File: src/rtl/regfile_wb_arbiter_pkg.sv
// Shared CPU datapath types for the writeback arbiter slice.
// Provides the word and register-select types and the register mask type.
// Also provides a helper that turns a register number into a scoreboard mask.
package regfile_wb_arbiter_pkg;

    localparam int WORD_W  = 32;
    localparam int REGBITS = 5;
    localparam int REGS    = 32;

    typedef logic [WORD_W-1:0]  word_t;
    typedef logic [REGBITS-1:0] regbits_t;
    typedef logic [REGS-1:0]    regmask_t;

    // One-hot mask for a register; r0 never appears because it is hardwired zero.
    function automatic regmask_t reg_mask(input regbits_t sel);
        regmask_t m;
        m      = '0;
        m[sel] = 1'b1;
        m[0]   = 1'b0;
        return m;
    endfunction

endpackage

File: src/rtl/regfile_wb_arbiter_rr_arbiter.sv
// Combinational round-robin arbiter.
// The search starts at ptr and wraps modulo N; the first asserted request wins.
// The caller owns the rotating pointer register.
module regfile_wb_arbiter_rr_arbiter #(
    parameter int N  = 3,
    parameter int IW = $clog2(N)
) (
    input  logic [N-1:0]  req,
    input  logic [IW-1:0] ptr,
    output logic [N-1:0]  gnt,
    output logic [IW-1:0] gnt_idx
);

    logic [IW-1:0] cand_s;
    logic          found_s;

    // Rotating-priority search: walk N candidates starting at ptr and grant the first live one
    always_comb begin
        gnt     = '0;
        gnt_idx = '0;
        found_s = 1'b0;
        cand_s  = '0;
        for (int k = 0; k < N; k++) begin
            cand_s = IW'((int'(ptr) + k) % N);
            if (!found_s && req[cand_s]) begin
                found_s      = 1'b1;
                gnt[cand_s]  = 1'b1;
                gnt_idx      = cand_s;
            end else begin
                found_s = found_s;
            end
        end
    end

endmodule

File: src/rtl/regfile_wb_arbiter.sv
// Writeback arbiter in front of the register file's single write port.
// Round-robin arbitration among N_REQ writeback sources, a registered write,
// a 32-entry pending-write scoreboard and read-hazard flags.
module regfile_wb_arbiter
    import regfile_wb_arbiter_pkg::*;
#(
    parameter int N_REQ = 3
) (
    input  logic                CLK,
    input  logic                nRST,
    input  logic [N_REQ-1:0]    req,
    input  logic [N_REQ*5-1:0]  req_wsel,
    input  logic [N_REQ*32-1:0] req_wdat,
    output logic [N_REQ-1:0]    gnt,
    output logic                rf_WEN,
    output logic [4:0]          rf_wsel,
    output logic [31:0]         rf_wdat,
    input  logic                issue_en,
    input  logic [4:0]          issue_sel,
    input  logic                flush,
    input  logic [4:0]          rsel1,
    input  logic [4:0]          rsel2,
    output logic                hazard1,
    output logic                hazard2,
    output logic [31:0]         busy
);

    localparam int PW = $clog2(N_REQ);

    logic [N_REQ-1:0] req_live_s;
    logic [N_REQ-1:0] gnt_s;
    logic [PW-1:0]    gnt_idx_s;
    logic             any_gnt_s;
    logic [PW-1:0]    ptr_r;
    logic [PW-1:0]    ptr_nxt_s;
    regbits_t         sel_wsel_s;
    word_t            sel_wdat_s;
    logic             rf_wen_r;
    regbits_t         rf_wsel_r;
    word_t            rf_wdat_r;
    regmask_t         busy_r;
    regmask_t         busy_nxt_s;

    // No requester can be granted while reset is held, so mask requests with nRST
    assign req_live_s = nRST ? req : {N_REQ{1'b0}};

    regfile_wb_arbiter_rr_arbiter #(
        .N  (N_REQ),
        .IW (PW)
    ) u_arb (
        .req     (req_live_s),
        .ptr     (ptr_r),
        .gnt     (gnt_s),
        .gnt_idx (gnt_idx_s)
    );

    assign gnt       = gnt_s;
    assign any_gnt_s = |gnt_s;

    // Pointer moves just past the winner so it becomes lowest priority next time
    always_comb begin
        ptr_nxt_s = ptr_r;
        if (any_gnt_s) begin
            if (gnt_idx_s == PW'(N_REQ - 1)) begin
                ptr_nxt_s = '0;
            end else begin
                ptr_nxt_s = gnt_idx_s + PW'(1);
            end
        end else begin
            ptr_nxt_s = ptr_r;
        end
    end

    // Round-robin pointer register
    always_ff @(posedge CLK or negedge nRST) begin
        if (!nRST) begin
            ptr_r <= '0;
        end else begin
            ptr_r <= ptr_nxt_s;
        end
    end

    // Select the granted requester's destination and data
    always_comb begin
        sel_wsel_s = '0;
        sel_wdat_s = '0;
        for (int i = 0; i < N_REQ; i++) begin
            if (gnt_s[i]) begin
                sel_wsel_s = req_wsel[i*5 +: 5];
                sel_wdat_s = req_wdat[i*32 +: 32];
            end else begin
                sel_wsel_s = sel_wsel_s;
            end
        end
    end

    // Registered write port; a granted write to r0 completes the handshake but never enables the write
    always_ff @(posedge CLK or negedge nRST) begin
        if (!nRST) begin
            rf_wen_r  <= 1'b0;
            rf_wsel_r <= 5'd0;
            rf_wdat_r <= 32'd0;
        end else if (any_gnt_s) begin
            rf_wen_r  <= (sel_wsel_s != 5'd0);
            rf_wsel_r <= sel_wsel_s;
            rf_wdat_r <= sel_wdat_s;
        end else begin
            rf_wen_r  <= 1'b0;
        end
    end

    assign rf_WEN  = rf_wen_r;
    assign rf_wsel = rf_wsel_r;
    assign rf_wdat = rf_wdat_r;

    // Scoreboard next state: commit clears, flush wipes, and a new issue always wins last
    always_comb begin
        busy_nxt_s = busy_r;
        if (rf_wen_r) begin
            busy_nxt_s = busy_nxt_s & ~reg_mask(rf_wsel_r);
        end else begin
            busy_nxt_s = busy_nxt_s;
        end
        if (flush) begin
            busy_nxt_s = '0;
        end else begin
            busy_nxt_s = busy_nxt_s;
        end
        if (issue_en) begin
            busy_nxt_s = busy_nxt_s | reg_mask(issue_sel);
        end else begin
            busy_nxt_s = busy_nxt_s;
        end
        busy_nxt_s[0] = 1'b0;
    end

    // Pending-write scoreboard register
    always_ff @(posedge CLK or negedge nRST) begin
        if (!nRST) begin
            busy_r <= '0;
        end else begin
            busy_r <= busy_nxt_s;
        end
    end

    assign busy = busy_r;

    // The bit stays set through the commit edge, so a registered read on that
    // same edge still reports a hazard and sees the stale value flagged
    assign hazard1 = (rsel1 != 5'd0) && busy_r[rsel1];
    assign hazard2 = (rsel2 != 5'd0) && busy_r[rsel2];

endmodule

File: config.mk
export PLATFORM = sky130hd
export DESIGN_NAME = regfile_wb_arbiter
export DESIGN_NICKNAME = d
export VERILOG_FILES = /design/src/rtl/regfile_wb_arbiter_pkg.sv /design/src/rtl/regfile_wb_arbiter_rr_arbiter.sv /design/src/rtl/regfile_wb_arbiter.sv
export SDC_FILE = /design/constraint.sdc
export NUM_CORES = 1
export LEC_CHECK = 0
export ABC_AREA = 1
export CORE_ASPECT_RATIO = 2
export CORE_MARGIN = 2
export CORE_UTILIZATION = 46
export DETAILED_ROUTE_END_ITERATION = 8
export GPL_ROUTABILITY_DRIVEN = 0
export MAX_ROUTING_LAYER = met4
export PLACE_DENSITY = 0.87
export SLEW_MARGIN = 0
export SYNTH_ARGS = -nofsm -noshare
export SYNTH_HDL_FRONTEND = slang
export SYNTH_HIERARCHICAL = 1
export SYNTH_SLANG_ARGS = --single-unit
File: constraint.sdc
create_clock -name CLK -period 6.79 [get_ports CLK]
set_clock_uncertainty 0.2 [all_clocks]
set_input_delay 1.358 -clock CLK [delete_from_list [all_inputs] [get_ports CLK]]
set_output_delay 1.358 -clock CLK [all_outputs]
set_load 0.02 [all_outputs]
# [Yosys cells after proc, flatten, opt, wreduce, memory -nomap -nowiden]
# Cells that the tools add are included.
[word_totals] elab_cells=84 in_bits=133 ff_bits=71
[op_classes] n_reduce_logical=15 magnitude_cmp=12 div_mod_pow=3 eq_ne=1 n_addsub=3 bitwise_logic=5 n_mux=40
[op_table] cell="$mux 32" count=6
[op_table] cell="$mod 32x3->32 const B" count=2
[op_table] cell="$and 32x32->32" count=1
[op_table] cell="$mod 3x3->32 const B" count=1
[op_table] cell="$not 32->32" count=1
[op_table] cell="$or 32x32->32" count=1
[op_table] cell="$lt 5x6->1 const B" count=4
[op_table] cell="$mux 5" count=3
[op_table] cell="$reduce_bool 5->1" count=3
[op_table] cell="$mux 1" count=13
[op_table] cell="$mux 3" count=4
[op_table] cell="$bmux 1 s5" count=2
[op_table] cell="$demux 1 s5" count=2
[op_table] cell="$ge 5x1->1 const B" count=2
[op_table] cell="$logic_and 1x1->1" count=9
[op_table] cell="$lt 2x3->1 const B" count=3
[op_table] cell="$mux 2" count=4
[op_table] cell="$bmux 1 s2" count=3
[op_table] cell="$demux 1 s2" count=3
[op_table] cell="$ge 2x1->1 const B" count=3
[op_table] cell="$or 3x3->3" count=2
[op_table] cell="$add 2x1->3 const B" count=1
[op_table] cell="$add 2x2->3 const B" count=1
[op_table] cell="$reduce_or 3->1" count=1
[op_table] cell="3 further kinds" count=4

# [Logic depth before layout (Yosys ltp)]
[depth] ltp_word=15 ltp_mapped=19 mapped_depth_nobuf=19

# [Hierarchy]
# Netlist, hierarchy kept.
[by_module_without_submodules] module="regfile_wb_arbiter" seq_area_each_um2=1776.7 area_per_inst_um2=4369.2 n_inst=1 cells_each=615
[by_module_without_submodules] module="regfile_wb_arbiter_rr_arbiter" seq_area_each_um2=0.0 area_per_inst_um2=316.6 n_inst=1 cells_each=62

# [Worst setup path before layout]
# Ideal clock, no wire load.
[synth_timing] path_type="input port to output port" from="input port req[2]" to="output port gnt[1]" path_buffers=0 path_slack_ps=2970 t_arrival_ps=2262 t_required_ps=5232 cell_stages=10 cell_sequence="nand2_1 > inv_1 > inv_2 > o21ai_2 > nand2_4 > inv_2 > nand2_2 > nand2_2 > inv_2 > nand2_1"
[synth_between] elab_chain_len=10 elab_cells_between_ends=18 cone_classes="12 x mux; 2 x bitwise; 4 x reduce/logical"
[synth_lines] element="from (decl)" line_no="regfile_wb_arbiter.sv:11" rtl="input logic [N_REQ-1:0] req,"
[synth_lines] element="$mux 3 *" line_no="regfile_wb_arbiter.sv:45" rtl="assign req_live_s = nRST ? req : {N_REQ{1'b0}};"
[synth_lines] element="net req_live_s[2]" line_no="regfile_wb_arbiter.sv:30" rtl="logic [N_REQ-1:0] req_live_s;"
[synth_lines] element="$bmux 1 s2" line_no="regfile_wb_arbiter_rr_arbiter.sv:25" rtl="if (!found_s && req[cand_s]) begin"
[synth_lines] element="$mux 1 (not written as such)" line_no="regfile_wb_arbiter_rr_arbiter.sv:25"
[synth_lines] element="$mux 1" line_no="regfile_wb_arbiter_rr_arbiter.sv:25"
[synth_lines] element="$logic_not 1->1" line_no="regfile_wb_arbiter_rr_arbiter.sv:25"
[synth_lines] element="$logic_and 1x1->1" line_no="regfile_wb_arbiter_rr_arbiter.sv:25"
[synth_lines] element="$mux 1" line_no="regfile_wb_arbiter_rr_arbiter.sv:25"
[synth_lines] element="$logic_not 1->1" line_no="regfile_wb_arbiter_rr_arbiter.sv:25"
[synth_lines] element="$logic_and 1x1->1" line_no="regfile_wb_arbiter_rr_arbiter.sv:25"
[synth_lines] element="$mux 3 *" line_no="regfile_wb_arbiter_rr_arbiter.sv:25"
[synth_lines] element="to (decl)" line_no="regfile_wb_arbiter.sv:14" rtl="output logic [N_REQ-1:0] gnt,"
# The timed path passes the listed nets; every way through them passes the cells marked *. The select of a mux whose other input is x is not followed.

# [Final worst setup path]
[layout_timing] from="input port nRST" to="output port gnt[1]"
[layout_between] elab_chain_len=10 elab_cells_between_ends=18 cone_classes="12 x mux; 2 x bitwise; 4 x reduce/logical"
[layout_lines] element="from (decl)" line_no="regfile_wb_arbiter.sv:10" rtl="input logic nRST,"
[layout_lines] element="$mux 3 *" line_no="regfile_wb_arbiter.sv:45"
[layout_lines] element="net req_live_s[0]" line_no="regfile_wb_arbiter.sv:30"
[layout_lines] element="$bmux 1 s2" line_no="regfile_wb_arbiter_rr_arbiter.sv:25"
[layout_lines] element="$mux 1 (not written as such)" line_no="regfile_wb_arbiter_rr_arbiter.sv:25"
[layout_lines] element="$mux 1" line_no="regfile_wb_arbiter_rr_arbiter.sv:25"
[layout_lines] element="$logic_not 1->1" line_no="regfile_wb_arbiter_rr_arbiter.sv:25"
[layout_lines] element="$logic_and 1x1->1" line_no="regfile_wb_arbiter_rr_arbiter.sv:25"
[layout_lines] element="$mux 1" line_no="regfile_wb_arbiter_rr_arbiter.sv:25"
[layout_lines] element="$logic_not 1->1" line_no="regfile_wb_arbiter_rr_arbiter.sv:25"
[layout_lines] element="$logic_and 1x1->1" line_no="regfile_wb_arbiter_rr_arbiter.sv:25"
[layout_lines] element="$mux 3 *" line_no="regfile_wb_arbiter_rr_arbiter.sv:25"
# Marks and branches as above.

==> metrics.txt <==
# TYPE chip_impl_metric gauge
chip_impl_metric{name="seqPwrFrac",unit="%"} 22.3
chip_impl_metric{name="htreeDepth",unit=""} 3
chip_impl_metric{name="post-synth-top-area-fraction",unit="%"} 37.92
chip_impl_metric{name="cellLeakagePower",unit="nW"} 3.276
chip_impl_metric{name="netlist-cell-type-count",unit=""} 31
chip_impl_metric{name="number_of_vias_per_cell",unit=""} 5.736
chip_impl_metric{name="hold-path-cell-count",unit=""} 2
chip_impl_metric{name="drc_errors",unit=""} 0
chip_impl_metric{name="grt_usage",unit="%"} 34.16
chip_impl_metric{name="antenna-diode-count",unit=""} 0
chip_impl_metric{name="timing.final.max_slew_violations",unit=""} 0
chip_impl_info{name="timing.hold.worst_endpoint",value="rf_wdat[9]"} 1
chip_impl_metric{name="async_flop_share",unit="%"} 100.0
chip_impl_info{name="synthTopCellsByArea",value="sky130_fd_sc_hd__dfrtp_1 (38%), sky130_fd_sc_hd__nand2_1 (18%), sky130_fd_sc_hd__nand3_1 (11%)"} 1
chip_impl_metric{name="grt_max_degree",unit=""} 74
chip_impl_metric{name="design.die.area",unit="um^2"} 11060
chip_impl_info{name="postSynth.topFlopCell",value="sky130_fd_sc_hd__dfrtp_1"} 1
chip_impl_metric{name="clk_pin_slew",unit="ns"} 0.06
chip_impl_metric{name="report.final.hold_viol_count",unit=""} 0
chip_impl_metric{name="area_growth",unit="%"} 49.77
chip_impl_metric{name="detail_route.wirelength",unit="um"} 17720
chip_impl_metric{name="remaining_overflow_grt",unit=""} 0
chip_impl_info{name="result_of_the_run",value="finished clean"} 1
chip_impl_info{name="cts_tree",value="done"} 1
chip_impl_metric{name="clock_sinks",unit=""} 71
chip_impl_metric{name="synthesis_warnings",unit=""} 6
chip_impl_metric{name="numCtsBuffers",unit=""} 9
chip_impl_metric{name="avgRoutedWirePerCell",unit="um"} 17.65
chip_impl_metric{name="grt_pass1_wl",unit="um"} 28250
chip_impl_metric{name="finalCritPeriodShare",unit="%"} 81.53
chip_impl_metric{name="dp_hpwl",unit="um"} 13330
chip_impl_info{name="layout.cells.most_common",value="sky130_fd_sc_hd__nand2_1"} 1
chip_impl_metric{name="fp.dieW",unit="um"} 75.37
chip_impl_info{name="rsz0062_at_grt",value="false"} 1
chip_impl_info{name="hp-class",value="flop to flop"} 1
chip_impl_metric{name="seq_area_frac_synth",unit="%"} 37.92
chip_impl_info{name="layout.cells.most_common_list",value="sky130_fd_sc_hd__nand2_1 (230), sky130_fd_sc_hd__clkdlybuf4s50_1 (205), sky130_fd_sc_hd__nand3_1 (104)"} 1
chip_impl_metric{name="antenna_found_initial",unit=""} 0
chip_impl_metric{name="timing.reg2reg.worst_path_depth",unit=""} 18
chip_impl_metric{name="port_buffers",unit=""} 206
chip_impl_metric{name="timing.max_cap.violations",unit=""} 0
chip_impl_info{name="criticalPathCategory",value="input port to output port"} 1
chip_impl_metric{name="power_report.internal_total",unit="W"} 0.001574
chip_impl_metric{name="drt_first_pass_iters",unit=""} 5
chip_impl_metric{name="fmaxAchievable",unit="MHz"} 180.6
chip_impl_metric{name="initial_utilization",unit="%"} 46.77
chip_impl_metric{name="post_synthesis_cells",unit=""} 677
chip_impl_metric{name="fp.dieH",unit="um"} 146.7
chip_impl_metric{name="cts.path.max_buffers",unit=""} 2
chip_impl_metric{name="route.antenna.remaining_nets",unit=""} 0
chip_impl_metric{name="postCtsSetupBuffers",unit=""} 0
chip_impl_metric{name="grt_pass1_vias",unit=""} 5970
chip_impl_metric{name="worst-slew-pin-transition",unit="ns"} 0.8673
chip_impl_info{name="clk_root_buffer_cell",value="sky130_fd_sc_hd__clkbuf_16"} 1
chip_impl_metric{name="power.density",unit="nW/um^2"} 424.8
chip_impl_info{name="yosysTopAreaCell",value="sky130_fd_sc_hd__dfrtp_1"} 1
chip_impl_metric{name="place_inst",unit=""} 988
chip_impl_metric{name="worst_ep_arrival_time",unit="ns"} 3.98
chip_impl_metric{name="cts_hold_repair.buffers",unit=""} 0
chip_impl_metric{name="setup.reg_to_reg.worst_slack",unit="ns"} 3.35
chip_impl_info{name="worst_r2r_startpoint",value="ptr_r[0]"} 1
chip_impl_metric{name="dr.first_iter.drc_count",unit=""} 516
chip_impl_metric{name="detailedPlace.worstSlack",unit="ns"} 1.273
chip_impl_metric{name="fp-row-count",unit=""} 52
chip_impl_metric{name="fillCellCount",unit=""} 844
chip_impl_metric{name="power_frac_comb",unit="%"} 60.2
chip_impl_metric{name="setup-tns-final",unit="ns"} 0
chip_impl_metric{name="netSwitchingPower",unit="W"} 0.001408
chip_impl_metric{name="mappedNetlistNets",unit=""} 814
chip_impl_metric{name="setup_violations",unit=""} 0
chip_impl_metric{name="layout.nets",unit=""} 1001
chip_impl_metric{name="route.vias.total",unit=""} 5759
chip_impl_metric{name="cp_data_required_time",unit="ns"} 5.23
chip_impl_metric{name="sw_frac_of_total",unit="%"} 47.21
chip_impl_info{name="crit_path_end_kind",value="output port"} 1
chip_impl_metric{name="slew_headroom",unit="%"} 42.11
chip_impl_metric{name="final_critical_path_setup_slack",unit="ns"} 1.254
chip_impl_info{name="hold_path_startpoint",value="rf_wdat[9]"} 1
chip_impl_metric{name="core_area",unit="um^2"} 10020
chip_impl_metric{name="syn-cell-area",unit="um^2"} 4686
chip_impl_metric{name="synth_seq_cells",unit=""} 71
chip_impl_metric{name="share_clk_of_total_power",unit="%"} 17.4
chip_impl_metric{name="post_synth_edffs",unit=""} 0
chip_impl_metric{name="finish.cell_count_without_fillers",unit=""} 1004
chip_impl_metric{name="worst_skew_pair.late_latency",unit="ns"} 0.33
chip_impl_info{name="worstReg2RegEnd",value="rf_WEN"} 1
chip_impl_metric{name="ir_worst_vdd",unit="uV"} 298.0
chip_impl_metric{name="post-route-min-period",unit="ns"} 5.536
chip_impl_metric{name="postCtsResizedCells",unit=""} 0
chip_impl_metric{name="synth.avg_cell_area",unit="um^2"} 6.921
chip_impl_info{name="setup.worst_path.start_class",value="input port"} 1
chip_impl_metric{name="final_layout_size_suffix_gt1_share",unit="%"} 4.833
chip_impl_metric{name="num_io_pins",unit=""} 208
chip_impl_metric{name="critPathMaxFanout",unit=""} 40
logic make-up (layout without fill, tap and decap cells):
| family | after synthesis | count (layout) | synth area share [%] |
|---|---|---|---|
| other cells | 1 | 1 | 0.08003 |
| simple gates | 353 | 353 | 32.12 |
| fa+ha+maj | 4 | 4 | 1.068 |
| buf+inv | 102 | 294 | 11.16 |
| mux | 1 | 1 | 0.2403 |
| compound gates | 145 | 145 | 17.41 |
| flops | 71 | 71 | 37.92 |
Yosys cell counts (6+ instances only):
master	count
sky130_fd_sc_hd__clkbuf_1	8
sky130_fd_sc_hd__nand3_1	104
sky130_fd_sc_hd__buf_2	6
sky130_fd_sc_hd__nand2_1	230
sky130_fd_sc_hd__inv_1	57
sky130_fd_sc_hd__o211ai_1	31
sky130_fd_sc_hd__o21ai_0	40
sky130_fd_sc_hd__buf_4	8
sky130_fd_sc_hd__o21ai_1	35
sky130_fd_sc_hd__dfrtp_1	71
sky130_fd_sc_hd__a21oi_1	35
sky130_fd_sc_hd__inv_2	8
sky130_fd_sc_hd__buf_6	9
sky130_fd_sc_hd__nor2_1	7
sequential cells by signal, summed over array words and instances (netlist names):
register and cells:
busy 31, rf_wsel 5, rf_wdat 32, rf_WEN 1, ptr_r 2
critical path, cell delays in order:
cell and delay [ns]:
sky130_fd_sc_hd__buf_2 0.18, sky130_fd_sc_hd__buf_4 0.44, sky130_fd_sc_hd__nand2_1 0.09, sky130_fd_sc_hd__inv_1 0.12, sky130_fd_sc_hd__inv_1 0.08, sky130_fd_sc_hd__nand2_1 0.08
sky130_fd_sc_hd__nand3_1 0.08, sky130_fd_sc_hd__nand2_1 0.14, sky130_fd_sc_hd__nand3_1 0.13, sky130_fd_sc_hd__nand2_2 0.09, sky130_fd_sc_hd__inv_2 0.04, sky130_fd_sc_hd__nand2_1 0.05
sky130_fd_sc_hd__buf_4 0.40, sky130_fd_sc_hd__clkdlybuf4s50_1 0.70
worst max path at each step:
stage	startpoint	endpoint	slack, ns	depth (start not counted)
after floorplan	req[2]	gnt[1]	2.97	10
after global placement	nRST	gnt[1]	1.44	14
after detailed placement	nRST	gnt[1]	1.27	14
after CTS	nRST	gnt[1]	1.28	14
after global routing	nRST	gnt[1]	1.03	14
final	nRST	gnt[1]	1.25	14
metal layers:
layer,share of wire [%],vias up,global-route usage [%],wire [um]
met4,6.6,0,20.96,1166
met2,55,383,58.17,9835
met1,32,2653,34.20,5611
met3,6.3,113,6.516,1109
li1,-,2610,-,-
met5,0,-,-,0
area by class of cell:
| type | instances | area (um^2) | area share, % |
|---|---|---|---|
| sequential | 71 | 1777 | 25.32 |
| multi-input combinational | 504 | 2386 | 34.00 |
| clock buffer | 10 | 239.0 | 3.405 |
| tap | 135 | 168.9 | 2.407 |
| timing repair buffer | 210 | 2087 | 29.74 |
| inverter | 68 | 267.8 | 3.815 |
| clock inverter | 6 | 92.59 | 1.319 |
power groups by stage:
stage	clock network, W	logic, W	registers (W)
4_1_cts	0.000523	0.00179	0.000663
3_5_place_dp	0	0.00177	0.000666
3_3_place_gp	0	0.00171	0.000662
5_1_grt	0.000541	0.00198	0.000680
2_1_floorplan	0	0.00105	0.000803
6_report	0.000520	0.00180	0.000666
per-stage QoR:
step / hold slack, ns / cell area [um^2] / util [%] / total power (W)
after floorplan: 0.3276 / 4686 / - / 0.001852
after global placement: 0.2923 / 6686 / 66.73 / 0.002371
after detailed placement: 0.2974 / 6686 / 66.73 / 0.002440
after CTS: 0.3114 / 7018 / 70.04 / 0.002973
after global routing: 0.3283 / 7018 / 70.04 / 0.003205
final: 0.3123 / 7018 / 70.04 / 0.002982
Power figures use the tool's default switching activity.
